$ cat config.mk
export PLATFORM = sky130hd
export DESIGN_NAME = zigzag_coeff_buffer
export DESIGN_NICKNAME = d
export VERILOG_FILES = /design/src/rtl/zigzag_coeff_buffer.sv
export SDC_FILE = /design/constraint.sdc
export NUM_CORES = 1
export LEC_CHECK = 0
export ABC_AREA = 1
export BUFFER_PORTS_ARGS = -buffer_cell sky130_fd_sc_hd__buf_2
export CAP_MARGIN = 20
export CORE_AREA = 2 2 294 296
export CTS_CLUSTER_SIZE = 8
export DETAILED_ROUTE_END_ITERATION = 8
export DIE_AREA = 0 0 296 298
export GPL_ROUTABILITY_DRIVEN = 0
export GPL_TIMING_DRIVEN = 1
export MAX_ROUTING_LAYER = met4
export PLACE_DENSITY_LB_ADDON = 0.1
export SLEW_MARGIN = 0
export SYNTH_ARGS = -nofsm -noshare
export SYNTH_HDL_FRONTEND = slang
export SYNTH_SLANG_ARGS = --single-unit
$ cat constraint.sdc
create_clock -name clk -period 2.6 [get_ports clk]
set_input_delay 0.39 -clock clk [delete_from_list [all_inputs] [get_ports clk]]
set_output_delay 0.39 -clock clk [all_outputs]
set_load 0.02 [all_outputs]
$ cat src/rtl/zigzag_coeff_buffer.sv
// zigzag_coeff_buffer: ping-pong 4x4 buffer that reorders scan-order coefficients to raster order, zero-filling after EOB.
// Optional COEFF_FIELD_SCAN_EN adds in_field to select the field scan table per block.
module zigzag_coeff_buffer #(
    parameter int COEFF_WIDTH = 16,
    parameter int QP_WIDTH    = 6
) (
    input  logic                          clk,
    input  logic                          rst,
    input  logic                          in_valid,
    output logic                          in_ready,
    input  logic signed [COEFF_WIDTH-1:0] in_coeff,
    input  logic                          in_eob,
    input  logic        [QP_WIDTH-1:0]    in_qp,
`ifdef COEFF_FIELD_SCAN_EN
    input  logic                          in_field,
`endif
    output logic                          out_valid,
    input  logic                          out_ready,
    output logic signed [COEFF_WIDTH-1:0] out_coeff,
    output logic        [QP_WIDTH-1:0]    out_qp,
    output logic                          out_last
);
    // scan index k -> raster position, entry k in bits [4k+3:4k]
    localparam logic [63:0] ZIGZAG = {4'd15, 4'd14, 4'd11, 4'd7, 4'd10, 4'd13, 4'd12, 4'd9,
                                      4'd6, 4'd3, 4'd2, 4'd5, 4'd8, 4'd4, 4'd1, 4'd0};
    localparam logic [63:0] FIELD  = {4'd15, 4'd11, 4'd7, 4'd3, 4'd14, 4'd10, 4'd6, 4'd2,
                                      4'd13, 4'd9, 4'd5, 4'd12, 4'd8, 4'd1, 4'd4, 4'd0};

    logic signed [COEFF_WIDTH-1:0] mem [2][16];
    logic [15:0]         mask [2];
    logic [QP_WIDTH-1:0] qp [2];
    logic [1:0]          full;
    logic                wr_ptr, rd_ptr, ld_ptr;
    logic [3:0]          k, r, pos;
    logic                fld, acc, done, freeing, adv, avail, byp, hit;

`ifdef COEFF_FIELD_SCAN_EN
    logic [1:0] field;
    assign fld = (k == 4'd0) ? in_field : field[wr_ptr];
`else
    assign fld = 1'b0;
`endif

    // ld_ptr/r name the next coefficient to load into the output register;
    // rd_ptr names the bank whose coefficient currently sits in that register.
    always_comb begin
        pos     = fld ? FIELD[{k, 2'b00} +: 4] : ZIGZAG[{k, 2'b00} +: 4];
        freeing = out_valid && out_ready && out_last;
        in_ready = !full[wr_ptr] || (freeing && rd_ptr == wr_ptr);
        acc     = in_valid && in_ready;
        done    = acc && (in_eob || k == 4'd15);
        byp     = acc && wr_ptr == ld_ptr;
        hit     = byp && pos == r;
        adv     = !out_valid || out_ready;
        avail   = full[ld_ptr] || (done && wr_ptr == ld_ptr);
    end

    always_ff @(posedge clk) begin
        if (acc)
            mem[wr_ptr][pos] <= in_coeff;
    end

    always_ff @(posedge clk or posedge rst) begin
        if (rst) begin
            full      <= '0;
            mask[0]   <= '0;
            mask[1]   <= '0;
            qp[0]     <= '0;
            qp[1]     <= '0;
`ifdef COEFF_FIELD_SCAN_EN
            field     <= '0;
`endif
            wr_ptr    <= 1'b0;
            rd_ptr    <= 1'b0;
            ld_ptr    <= 1'b0;
            k         <= '0;
            r         <= '0;
            out_valid <= 1'b0;
            out_coeff <= '0;
            out_qp    <= '0;
            out_last  <= 1'b0;
        end else begin
            if (freeing) begin
                full[rd_ptr] <= 1'b0;
                mask[rd_ptr] <= '0;
                rd_ptr       <= !rd_ptr;
            end
            if (acc) begin
                mask[wr_ptr][pos] <= 1'b1;
                if (k == 4'd0) begin
                    qp[wr_ptr] <= in_qp;
`ifdef COEFF_FIELD_SCAN_EN
                    field[wr_ptr] <= in_field;
`endif
                end
                k <= done ? 4'd0 : k + 4'd1;
                if (done) begin
                    full[wr_ptr] <= 1'b1;
                    wr_ptr       <= !wr_ptr;
                end
            end
            // the completing write is bypassed so the first output follows it by one cycle
            if (adv) begin
                out_valid <= avail;
                if (avail) begin
                    out_coeff <= hit ? in_coeff : (mask[ld_ptr][r] ? mem[ld_ptr][r] : '0);
                    out_qp    <= (byp && k == 4'd0) ? in_qp : qp[ld_ptr];
                    out_last  <= r == 4'd15;
                    r         <= r + 4'd1;
                    if (r == 4'd15)
                        ld_ptr <= !ld_ptr;
                end
            end
        end
    end
endmodule

==> results of run 1 <==
[what timing repair did]
action,4_1_cts,5_1_grt
endpoints found under the setup margin,0,306
gates resized for setup,0,16
hold endpoints to repair,39,0
hold buffers,1,0
[placed cells by master (no fill, tap or decap), types with 28 or more instances in the layout]
cell / n
o21ai_0: 218
nor2_1: 377
dfrtp_1: 77
buf_2: 51
clkbuf_1: 29
a21oi_1: 30
inv_1: 192
edfxtp_1: 512
nor2_2: 28
buf_4: 73
buf_12: 53
nand2_1: 622
nand3_1: 196
clkbuf_16: 86
[worst max path at each step]
stage          start  slack (ns)  cells after the start     endpoint
6_report        k[0]        0.16                     12  mem[0][249]
3_5_place_dp    k[0]        0.08                     13  mem[1][164]
2_1_floorplan   k[0]        0.06                     11  mem[0][100]
5_1_grt         k[0]     -0.0001                     12  mem[0][243]
4_1_cts         k[0]        0.05                     13  mem[1][167]
3_3_place_gp    k[0]        0.11                     13  mem[1][164]
[sequential cells by signal (all words and copies together), names as in the netlist]
name       count
out_valid      1
qp            12
mem          512
rd_ptr         1
ld_ptr         1
out_qp         6
out_last       1
wr_ptr         1
out_coeff     16
full           2
r              4
mask          32
k              4
[layout make-up]
class,count,area (um^2),share of cell area [%]
flip-flops and latches,593,17400,57.1
multi-input cells,1538,6660,21.9
clock inverters,2,46.3,0.152
well taps,1144,1430,4.70
inverters,203,774,2.54
repair buffers,179,1890,6.19
diodes,1,2.50,0.00821
clock buffers,115,2260,7.42
[cell usage after synthesis, types with 10 or more instances]
cell type,instances
nand2_1,625
edfxtp_1,512
nor2_1,405
o21ai_0,218
nand3_1,196
inv_1,193
dfrtp_1,81
buf_2,65
clkbuf_1,38
a21oi_1,30
o22ai_1,26
buf_4,13
buf_1,10
[stage by stage]
stage	power [uW]	util [%]	worst slack, ns	instance area (um^2)
finish	35500	35.9	0.164	30500
global route	37800	35.9	-0.000108	30500
CTS	36000	35.8	0.0491	30400
detailed placement	25900	33.1	0.0841	28100
global placement	25900	33.1	0.110	28100
floorplan	20100	-	0.0580	25400
[layer usage]
layer	up-vias	track usage [%]	wire, um
li1	8456	-	-
met1	8507	26.2	37500
met2	389	28.7	37000
met3	83	2.31	3410
met4	0	4.50	1280
met5	-	-	0
[power by group through the flow]
stage	registers, uW	clock network [uW]	logic, uW
2_1_floorplan	12000	0	8120
3_3_place_gp	12000	0	13900
3_5_place_dp	12000	0	13900
4_1_cts	11800	10200	13900
5_1_grt	11900	10600	15400
6_report	11800	9930	13800
[worst max-delay path: stages (launching register included)]
cell,delay (ns)
dfrtp_2,0.44
inv_1,0.10
buf_4,0.13
ha_1,0.14
inv_1,0.05
nand2_1,0.05
nand3_1,0.11
nand2_1,0.19
nand2_1,0.17
nor2_1,0.15
nand2_1,0.17
nor2_1,0.23
buf_12,0.19
[cells by family after synthesis]
logic type      Yosys count  share of synthesized area [%]
fa+ha+maj                 9                          0.444
flops                   593                           68.6
simple gates           1238                           19.4
buf+inv                 333                           5.56
compound gates          285                           5.81
xor+xnor                  6                          0.207
==> run summary, run 1 <==
Post-Synthesis Cells -> 2464
Grt total ovfl -> 0
Synth unique cells -> 28
Worst Max-Slew Pin Slew -> 0.828 ns
Critical setup path kind -> register to register
Synth Register Bits -> 593
Routed Antenna Nets -> 0
CP Max Fanout -> 16
LEAKAGE -> 0.0119 uW
WHS Endpoint -> qp[2]
Ratio of cells with drive above 1 in the final layout -> 12.2%
Worst Hold Depth -> 3
Status -> finished clean
CTS HTree Levels -> 3
Syn-to-layout area delta -> 20.0%
Cell taking the most area after synthesis -> edfxtp_1
Initial antenna violation count -> 2
CORE AREA -> 0.0849 mm^2
I/O pins -> 52
Synth async-reset ratio -> 13.7%
Worst setup SP type -> register
Tmin final -> 2.44 ns
DRC violations left -> 0
Setup-failing EPs final -> 0
Combinational power share -> 38.8%
Worst VDD drop -> 0.558 mV
Most used DFF post-synth -> edfxtp_1
TritonCTS Sinks -> 593
Clock transition at path regs -> 0.05 ns
Vias in the first global route -> 17400
Post-synth top area share -> 60.6%
Critical Path End Type -> register
Max cap viols -> 0
Post-route insts no fill -> 3775
Net Sw Power -> 14000 uW
Die H -> 298 um
Die area -> 0.0882 mm^2
Worst Reg-to-Reg Cells -> 12
Final Hold Vio Count -> 0
Max frequency -> 410 MHz
Slew HR -> 44.8%
CTS tree -> yes
Synthesized Nets -> 2500
Sw Share -> 39.3%
Clock power frac -> 28.0%
Final Cycle Share -> 93.7%
Setup Buffers After CTS -> 0
DPL Wire Length -> 52100 um
Hold Crit Start -> in_qp[2]
First-pass GRT wire length -> 117000 um
Final Max Tran Viols -> 0
Top post-synthesis cells by area -> edfxtp_1, nand2_1, dfrtp_1
Post-Route Skew -> 0.0172 ns
CP required -> 2.91 ns
Type of the worst min-delay path -> primary input to register
Number of port buffers -> 51
CTS Buffer Depth -> 3
Clock Latency Late Sink -> 0.61 ns
Number of DRC markers in iteration 0 -> 1253
R2R Path Start -> k[0]
Largest net degree at the start of global routing -> 80
TritonCTS Buffers -> 84
Crit path DAT -> 2.74 ns
GRT Total Usage -> 18.6%
Synth Cell Area -> 0.0254 mm^2
Reg2reg end -> mem[0][249]
DR vias -> 17400
Fill cell instance count of the final layout -> 8545
Routed len/inst -> 21.0 um
DP Cell Count -> 3656
Mean Syn Cell Area -> 10.3 um^2
Min Hold Slack -> 0.0790 ns
Rows -> 107
Post-synth EDFFs -> 512
R2R setup slack -> 0.16 ns
PD cells -> 1170 mW/mm^2
DIE WIDTH -> 296 um
Pint -> 21600 uW
Nets -> 2635
Power share of the sequential group -> 33.2%
Final WL -> 79200 um
Starting Density -> 29.9%
Root buffer cell -> clkbuf_16
Vias/cell -> 4.62
Sequential share of the synthesized area -> 68.6%
Yosys warning total -> 0
Drt first pass iters -> 5
Setup TNS -> 0 ns
No activity file was read; power rests on OpenSTA's default activity.
==> inputs of run 2 (changes only) <==
Settings changed: ABC_AREA 1 to unset, CORE_AREA 2 2 294 296 to 2 2 285 287, DIE_AREA 0 0 296 298 to 0 0 287 289, PLACE_DENSITY_LB_ADDON 0.1 to unset.
==> run summary, run 2 <==
Status -> finished clean (unchanged)
Syn-to-layout area delta -> 22.1% (was 20.0%)
Commonest cells post-synth -> edfxtp_1, mux4_2, mux2i_1, dfrtp_1, nor2_1 (was nand2_1, edfxtp_1, nor2_1, o21ai_0, nand3_1)
Post-Synthesis Cells -> 1299 (was 2464)
Commonest non-fill, non-tap cell in the layout -> edfxtp_1 (was nand2_1)
Final Hold Vio Count -> 0 (unchanged)
Max FFs per register -> 512 (unchanged)
TritonCTS Sinks -> 593 (unchanged)
Die H -> 289 um (was 298 um)
CORE AREA -> 0.0799 mm^2 (was 0.0849 mm^2)
Type of the worst min-delay path -> primary input to register (unchanged)
R2R setup slack -> 0.10 ns (was 0.16 ns)
Synth unique cells -> 70 (was 28)
TritonCTS Buffers -> 84 (unchanged)
DIE WIDTH -> 287 um (was 296 um)
Vias/cell -> 5.04 (was 4.62)
Final WL -> 59700 um (was 79200 um)
LEAKAGE -> 0.0101 uW (was 0.0119 uW)
Worst setup SP type -> register (unchanged)
Clock transition at path regs -> 0.06 ns (was 0.05 ns)
Final Max Tran Viols -> 0 (unchanged)
Critical Path End Type -> register (unchanged)
CP required -> 2.90 ns (was 2.91 ns)
Slew HR -> 53.6% (was 44.8%)
Number of port buffers -> 51 (unchanged)
DPL Wire Length -> 36500 um (was 52100 um)
Worst Setup SP -> rd_ptr (was k[0])
Rows -> 104 (was 107)
Tmin final -> 2.50 ns (was 2.44 ns)
Count leader, synth -> edfxtp_1 (was nand2_1)
Vias in the first global route -> 13400 (was 17400)
Buf/Inv on CP -> 1 (was 4)
Initial antenna violation count -> 4 (was 2)
Reg2reg end -> mem[1][182] (was mem[0][249])
Die area -> 0.0829 mm^2 (was 0.0882 mm^2)
GRT Total Usage -> 14.9% (was 18.6%)
I/O pins -> 52 (unchanged)
Grt total ovfl -> 0 (unchanged)
Worst Max-Slew Pin Slew -> 0.695 ns (was 0.828 ns)
Net Sw Power -> 9620 uW (was 14000 uW)
Max cap viols -> 0 (unchanged)
Worst VDD drop -> 0.476 mV (was 0.558 mV)
Sw Share -> 30.9% (was 39.3%)
Most used DFF post-synth -> edfxtp_1 (unchanged)
Root buffer cell -> clkbuf_16 (unchanged)
CTS HTree Levels -> 3 (unchanged)
Family with the most delay on the worst path -> simple AND/OR/NAND/NOR gates (unchanged)
Power share of the sequential group -> 36.9% (was 33.2%)
CTS tree -> yes (unchanged)
Routed len/inst -> 23.1 um (was 21.0 um)
Synth Register Bits -> 593 (unchanged)
RSZ-0062 raised after global routing -> no
Clock power frac -> 32.0% (was 28.0%)
Drt first pass iters -> 5 (unchanged)
Critical setup path kind -> register to register (unchanged)
Crit path DAT -> 2.80 ns (was 2.74 ns)
Synth Cell Area -> 0.0239 mm^2 (was 0.0254 mm^2)
Post-Route Skew -> 0.0216 ns (was 0.0172 ns)
Yosys warning total -> 0 (unchanged)
Worst Reg-to-Reg Cells -> 6 (was 12)
Largest Register -> mem (unchanged)
Crit-path slowest cell -> a221o_1 (was dfrtp_2)
Starting Density -> 29.9% (about the same)
Post-synth top area share -> 64.5% (was 60.6%)
Final Cycle Share -> 96.1% (was 93.7%)
Largest regs -> mem: 512 flops, mask: 32 flops, out_coeff: 16 flops (unchanged)
Synthesized Nets -> 1335 (was 2500)
CP endpoint -> mem[1][182] (was mem[0][249])
Top post-synthesis cells by area -> edfxtp_1, dfrtp_1, mux4_2 (was edfxtp_1, nand2_1, dfrtp_1)
Cell taking the most area after synthesis -> edfxtp_1 (unchanged)
Mean Syn Cell Area -> 18.4 um^2 (was 10.3 um^2)
CTS Buffer Depth -> 3 (unchanged)
Synth async-reset ratio -> 13.7% (unchanged)
First-pass GRT wire length -> 89000 um (was 117000 um)
Combinational power share -> 31.2% (was 38.8%)
Routed Antenna Nets -> 0 (unchanged)
Core Util, Final -> 36.4% (was 35.9%)
CP Max Fanout -> 17 (was 16)
PD cells -> 1070 mW/mm^2 (was 1170 mW/mm^2)
Nets -> 1515 (was 2635)
Max frequency -> 400 MHz (was 410 MHz)
DP Cell Count -> 2436 (was 3656)
Pint -> 21500 uW (was 21600 uW)
Number of DRC markers in iteration 0 -> 1236 (was 1253)
Setup TNS -> 0 ns (unchanged)
Hold Crit Start -> in_qp[5] (was in_qp[2])
Commonest non-fill, non-tap cells in the layout -> edfxtp_1, mux4_2, clkbuf_16 (was nand2_1, edfxtp_1, nor2_1)
Ratio of cells with drive above 1 in the final layout -> 28.6% (was 12.2%)
Setup-failing EPs final -> 0 (unchanged)
Critical path depth in cells -> 6 (was 12)
DR vias -> 13000 (was 17400)
Post-synth EDFFs -> 512 (unchanged)
DRC violations left -> 0 (unchanged)
Worst path cell trace -> nand4b_1 -> a221o_1 -> nor2_1 -> nand2_1 -> nor2_2 -> buf_12 (was inv_1 -> buf_4 -> ha_1 -> inv_1 -> nand2_1 -> nand3_1 -> nand2_1 -> nand2_1 -> nor2_1 -> nand2_1 -> nor2_1 -> buf_12)
Largest net degree at the start of global routing -> 51 (was 80)
Clock Latency Late Sink -> 0.62 ns (was 0.61 ns)
Post-route insts no fill -> 2580 (was 3775)
Worst Hold Depth -> 2 (was 3)
CP peak stage delay -> 0.50 ns (was 0.44 ns)
Sequential share of the synthesized area -> 73.0% (was 68.6%)
R2R Path Start -> rd_ptr (was k[0])
## run 2: cell count changes after synthesis, moves of 29 or more
cell	previous run	this run
a21o_1	0	39
buf_2	65	29
inv_1	193	9
mux2_2	0	29
mux2i_1	0	83
mux4_2	0	88
nand2_1	625	52
nand3_1	196	16
nor2_1	405	59
o21ai_0	218	14
## run 2: timing repair
item                                    4_1_cts  5_1_grt
hold buffers                                  1        0
setup buffers                                 2       13
gates resized for setup                       1       23
endpoints found under the setup margin        1      397
endpoints found under the hold margin        32        0
cloned                                        0        1
## run 2: worst reg2reg max path: stages, from the launching register on
cell and delay, ns:
dfrtp_1 0.40, nand4b_1 0.22, a221o_1 0.50, nor2_1 0.23
nand2_1 0.33, nor2_2 0.27, buf_12 0.21
## run 2: routing by layer
layer | vias to the layer above | track usage, % | routed length [um]
met5 | - | - | 0
met4 | 0 | 4.35 | 1030
met3 | 83 | 2.57 | 3690
met2 | 458 | 24.1 | 29700
met1 | 6833 | 19.2 | 25300
li1 | 5620 | - | -
## run 2: cells by family after synthesis
group	share of synthesized area, %
and+or+nand+nor	4.30
DFF	73.0
muxes	13.7
AOI/OAI and AO/OA	6.04
xor gates and xnor gates	0.330
adders and majority gates	0.472
buffers and inverters	2.20
## run 2: worst min path at each step
stage | slack [ns] | end
5_1_grt | 0.03 | qp[11]
3_3_place_gp | 0.45 | mask[10]
4_1_cts | 0.002 | qp[11]
2_1_floorplan | 0.44 | mask[10]
3_5_place_dp | 0.46 | mask[26]
6_report | 0.03 | qp[11]
## run 2: final cells by class
cell class | instances | area, um^2
inverter | 9 | 35.0
multi-input combinational | 617 | 6070
sequential | 593 | 17400
clock inverter | 7 | 115
tap | 1060 | 1330
clock buffer | 119 | 2280
antenna | 1 | 2.50
fill | 7419 | 50800
timing repair buffer | 174 | 1880
## run 2: stage by stage
step | cell area (um^2) | setup WS, ns | hold slack (ns) | total power [uW]
3_3_place_gp | 26400 | -0.132 | 0.452 | 20700
2_1_floorplan | 23900 | -0.148 | 0.441 | 17600
5_1_grt | 29100 | 0.00240 | 0.0327 | 32400
3_5_place_dp | 26400 | -0.106 | 0.458 | 20900
4_1_cts | 28900 | 0.0487 | 0.00184 | 30900
6_report | 29100 | 0.102 | 0.0315 | 31100
## run 2: power by group through the flow
stage | Sequential (uW) | Clock (uW) | Combinational [uW]
after floorplan | 11600 | 0 | 6060
after global placement | 11600 | 0 | 9090
after detailed placement | 11700 | 0 | 9180
after CTS | 11500 | 10200 | 9320
after global routing | 11500 | 10500 | 10300
final | 11500 | 9950 | 9690
==> inputs of run 3 (changes only) <==
Settings changed: CELL_PAD_IN_SITES_DETAIL_PLACEMENT set to 0, CELL_PAD_IN_SITES_GLOBAL_PLACEMENT set to 1, HOLD_SLACK_MARGIN set to 0.02, PLACE_DENSITY_LB_ADDON set to 0.1.
==> run summary, run 3 (synthesis gave the netlist of run 2 again) <==
Status -> finished clean (unchanged)
CP Max Fanout -> 9 (was 17)
Commonest non-fill, non-tap cells in the layout -> edfxtp_1, mux4_2, clkbuf_16 (unchanged)
TritonCTS Buffers -> 84 (unchanged)
Met3 track demand over resource -> 3.26% (was 2.57%)
Type of the worst min-delay path -> primary input to register (unchanged)
First-pass GRT wire length -> 97600 um (was 89000 um)
Final Max Tran Viols -> 0 (unchanged)
Finished layout cell area -> 0.0292 mm^2 (was 0.0291 mm^2)
Grt total ovfl -> 0 (unchanged)
Critical setup path kind -> register to register (unchanged)
RSZ-0062 raised after global routing -> yes (was no)
DP Cell Count -> 2462 (was 2436)
Final Hold Vio Count -> 0 (unchanged)
GRT Total Usage -> 16.9% (was 14.9%)
Final WS setup -> 0.0883 ns (was 0.102 ns)
Clock Latency Late Sink -> 0.61 ns (was 0.62 ns)
Drt first pass iters -> 5 (unchanged)
Gr busiest metal -> met2 (unchanged)
Post-route insts no fill -> 2605 (was 2580)
Largest regs -> mem: 512 flops, mask: 32 flops, out_coeff: 16 flops (unchanged)
TritonCTS Sinks -> 593 (unchanged)
Placed Area -> 0.0267 mm^2 (was 0.0264 mm^2)
Setup-failing EPs final -> 0 (unchanged)
Vias/cell -> 4.94 (was 5.04)
DR vias -> 12900 (was 13000)
R2R setup slack -> 0.09 ns (was 0.10 ns)
Clock transition at path regs -> 0.05 ns (was 0.06 ns)
Max FFs per register -> 512 (unchanged)
Initial antenna violation count -> 2 (was 4)
Nets -> 1532 (was 1515)
I/O pins -> 52 (unchanged)
Vias in the first global route -> 13400 (about the same)
Routed Antenna Nets -> 0 (unchanged)
Number of DRC markers in iteration 0 -> 938 (was 1236)
Tmin final -> 2.51 ns (was 2.50 ns)
CTS Buffer Depth -> 3 (unchanged)
Rows -> 104 (unchanged)
Die H -> 289 um (unchanged)
Max cap viols -> 0 (unchanged)
Syn-to-layout area delta -> 22.5% (was 22.1%)
Crit path DAT -> 3.00 ns (was 2.80 ns)
Ratio of cells with drive above 1 in the final layout -> 28.8% (was 28.6%)
DIE WIDTH -> 287 um (unchanged)
Largest net degree at the start of global routing -> 45 (was 51)
Worst VDD drop -> 0.447 mV (was 0.476 mV)
CTS HTree Levels -> 3 (unchanged)
DPL Wire Length -> 42200 um (was 36500 um)
Critical Path End Type -> register (unchanged)
Commonest non-fill, non-tap cell in the layout -> edfxtp_1 (unchanged)
Root buffer cell -> clkbuf_16 (unchanged)
Final WL -> 67000 um (was 59700 um)
CTS tree -> yes (unchanged)
Die area -> 0.0829 mm^2 (unchanged)
Largest Register -> mem (unchanged)
Worst Max-Slew Pin Slew -> 0.750 ns (was 0.695 ns)
Post-Route Skew -> 0.0237 ns (was 0.0216 ns)
Number of port buffers -> 51 (unchanged)
Slew HR -> 50.0% (was 53.6%)
Met2 usage -> 25.7% (was 24.1%)
Max frequency -> 398 MHz (was 400 MHz)
PD cells -> 1080 mW/mm^2 (was 1070 mW/mm^2)
Final Cycle Share -> 96.6% (was 96.1%)
LEAKAGE -> 0.0102 uW (was 0.0101 uW)
Worst setup SP type -> register (unchanged)
Post-Place Worst Slack -> -0.0478 ns (was -0.106 ns)
CORE AREA -> 0.0799 mm^2 (unchanged)
Routed len/inst -> 25.7 um (was 23.1 um)
CP required -> 3.09 ns (was 2.90 ns)
Met1 usage -> 23.5% (was 19.2%)
DRC violations left -> 0 (unchanged)
Min Hold Slack -> 0.0606 ns (was 0.0315 ns)
Starting Density -> 29.9% (unchanged)
==> run 3: worst max-delay path, stage by stage, from the launching register on <==
cell and delay [ns]:
dfrtp_4 0.45, buf_12 0.16, mux4_1 0.65, mux4_2 0.51
nor2_1 0.15, a31oi_1 0.05, nor4b_1 0.15, a221o_1 0.26
==> run 3: final timing paths <==
kind	startpoint	depth (start not counted)	endpoint
hold reg to reg	mask[10]	1	mask[10]
setup / recovery	ld_ptr	7	out_coeff[11]
max in group asynchronous	rst	4	out_coeff[4]
setup reg to reg	ld_ptr	7	out_coeff[11]
hold / removal	in_qp[0]	2	qp[0]
min in group asynchronous	rst	3	mask[5]
==> run 3: area by class of cell <==
class	count	area, um^2
fill	7441	50700
sequential	593	17400
tap	1060	1330
antenna	1	2.50
inverter	9	35.0
multi-input combinational	617	6040
clock buffer	129	2310
timing repair buffer	191	2040
clock inverter	5	61.3
==> run 3: per-stage QoR <==
| step | TNS, ns | utilization, % | total power (uW) |
|---|---|---|---|
| floorplan | -71.46 | - | 17600 |
| global placement | -0.0697 | 33.4 | 21800 |
| detailed placement | -0.112 | 33.4 | 21800 |
| CTS | 0 | 36.5 | 32100 |
| global route | -18.84 | 36.6 | 33200 |
| finish | 0 | 36.6 | 31600 |
==> run 3: where the power goes <==
group | internal, uW | total [uW] | switching (uW) | leakage (uW)
Combinational | 4510 | 10100 | 5620 | 0.00338
Clock | 6050 | 10000 | 3960 | 0.00114
Sequential | 11000 | 11500 | 423 | 0.00564
==> run 3: metal layers <==
layer / share of wire [%] / vias up
li1: - / 5679
met1: 47 / 6845
met2: 46 / 267
met3: 5.1 / 86
met4: 1.6 / 0
met5: 0 / -
==> run 3: what timing repair did <==
| item | in CTS | in global routing |
|---|---|---|
| gates resized for setup | 1 | 7 |
| setup endpoints to repair | 12 | 327 |
| setup buffers | 3 | 0 |
| hold endpoints to repair | 25 | 0 |
| hold buffers | 5 | 0 |
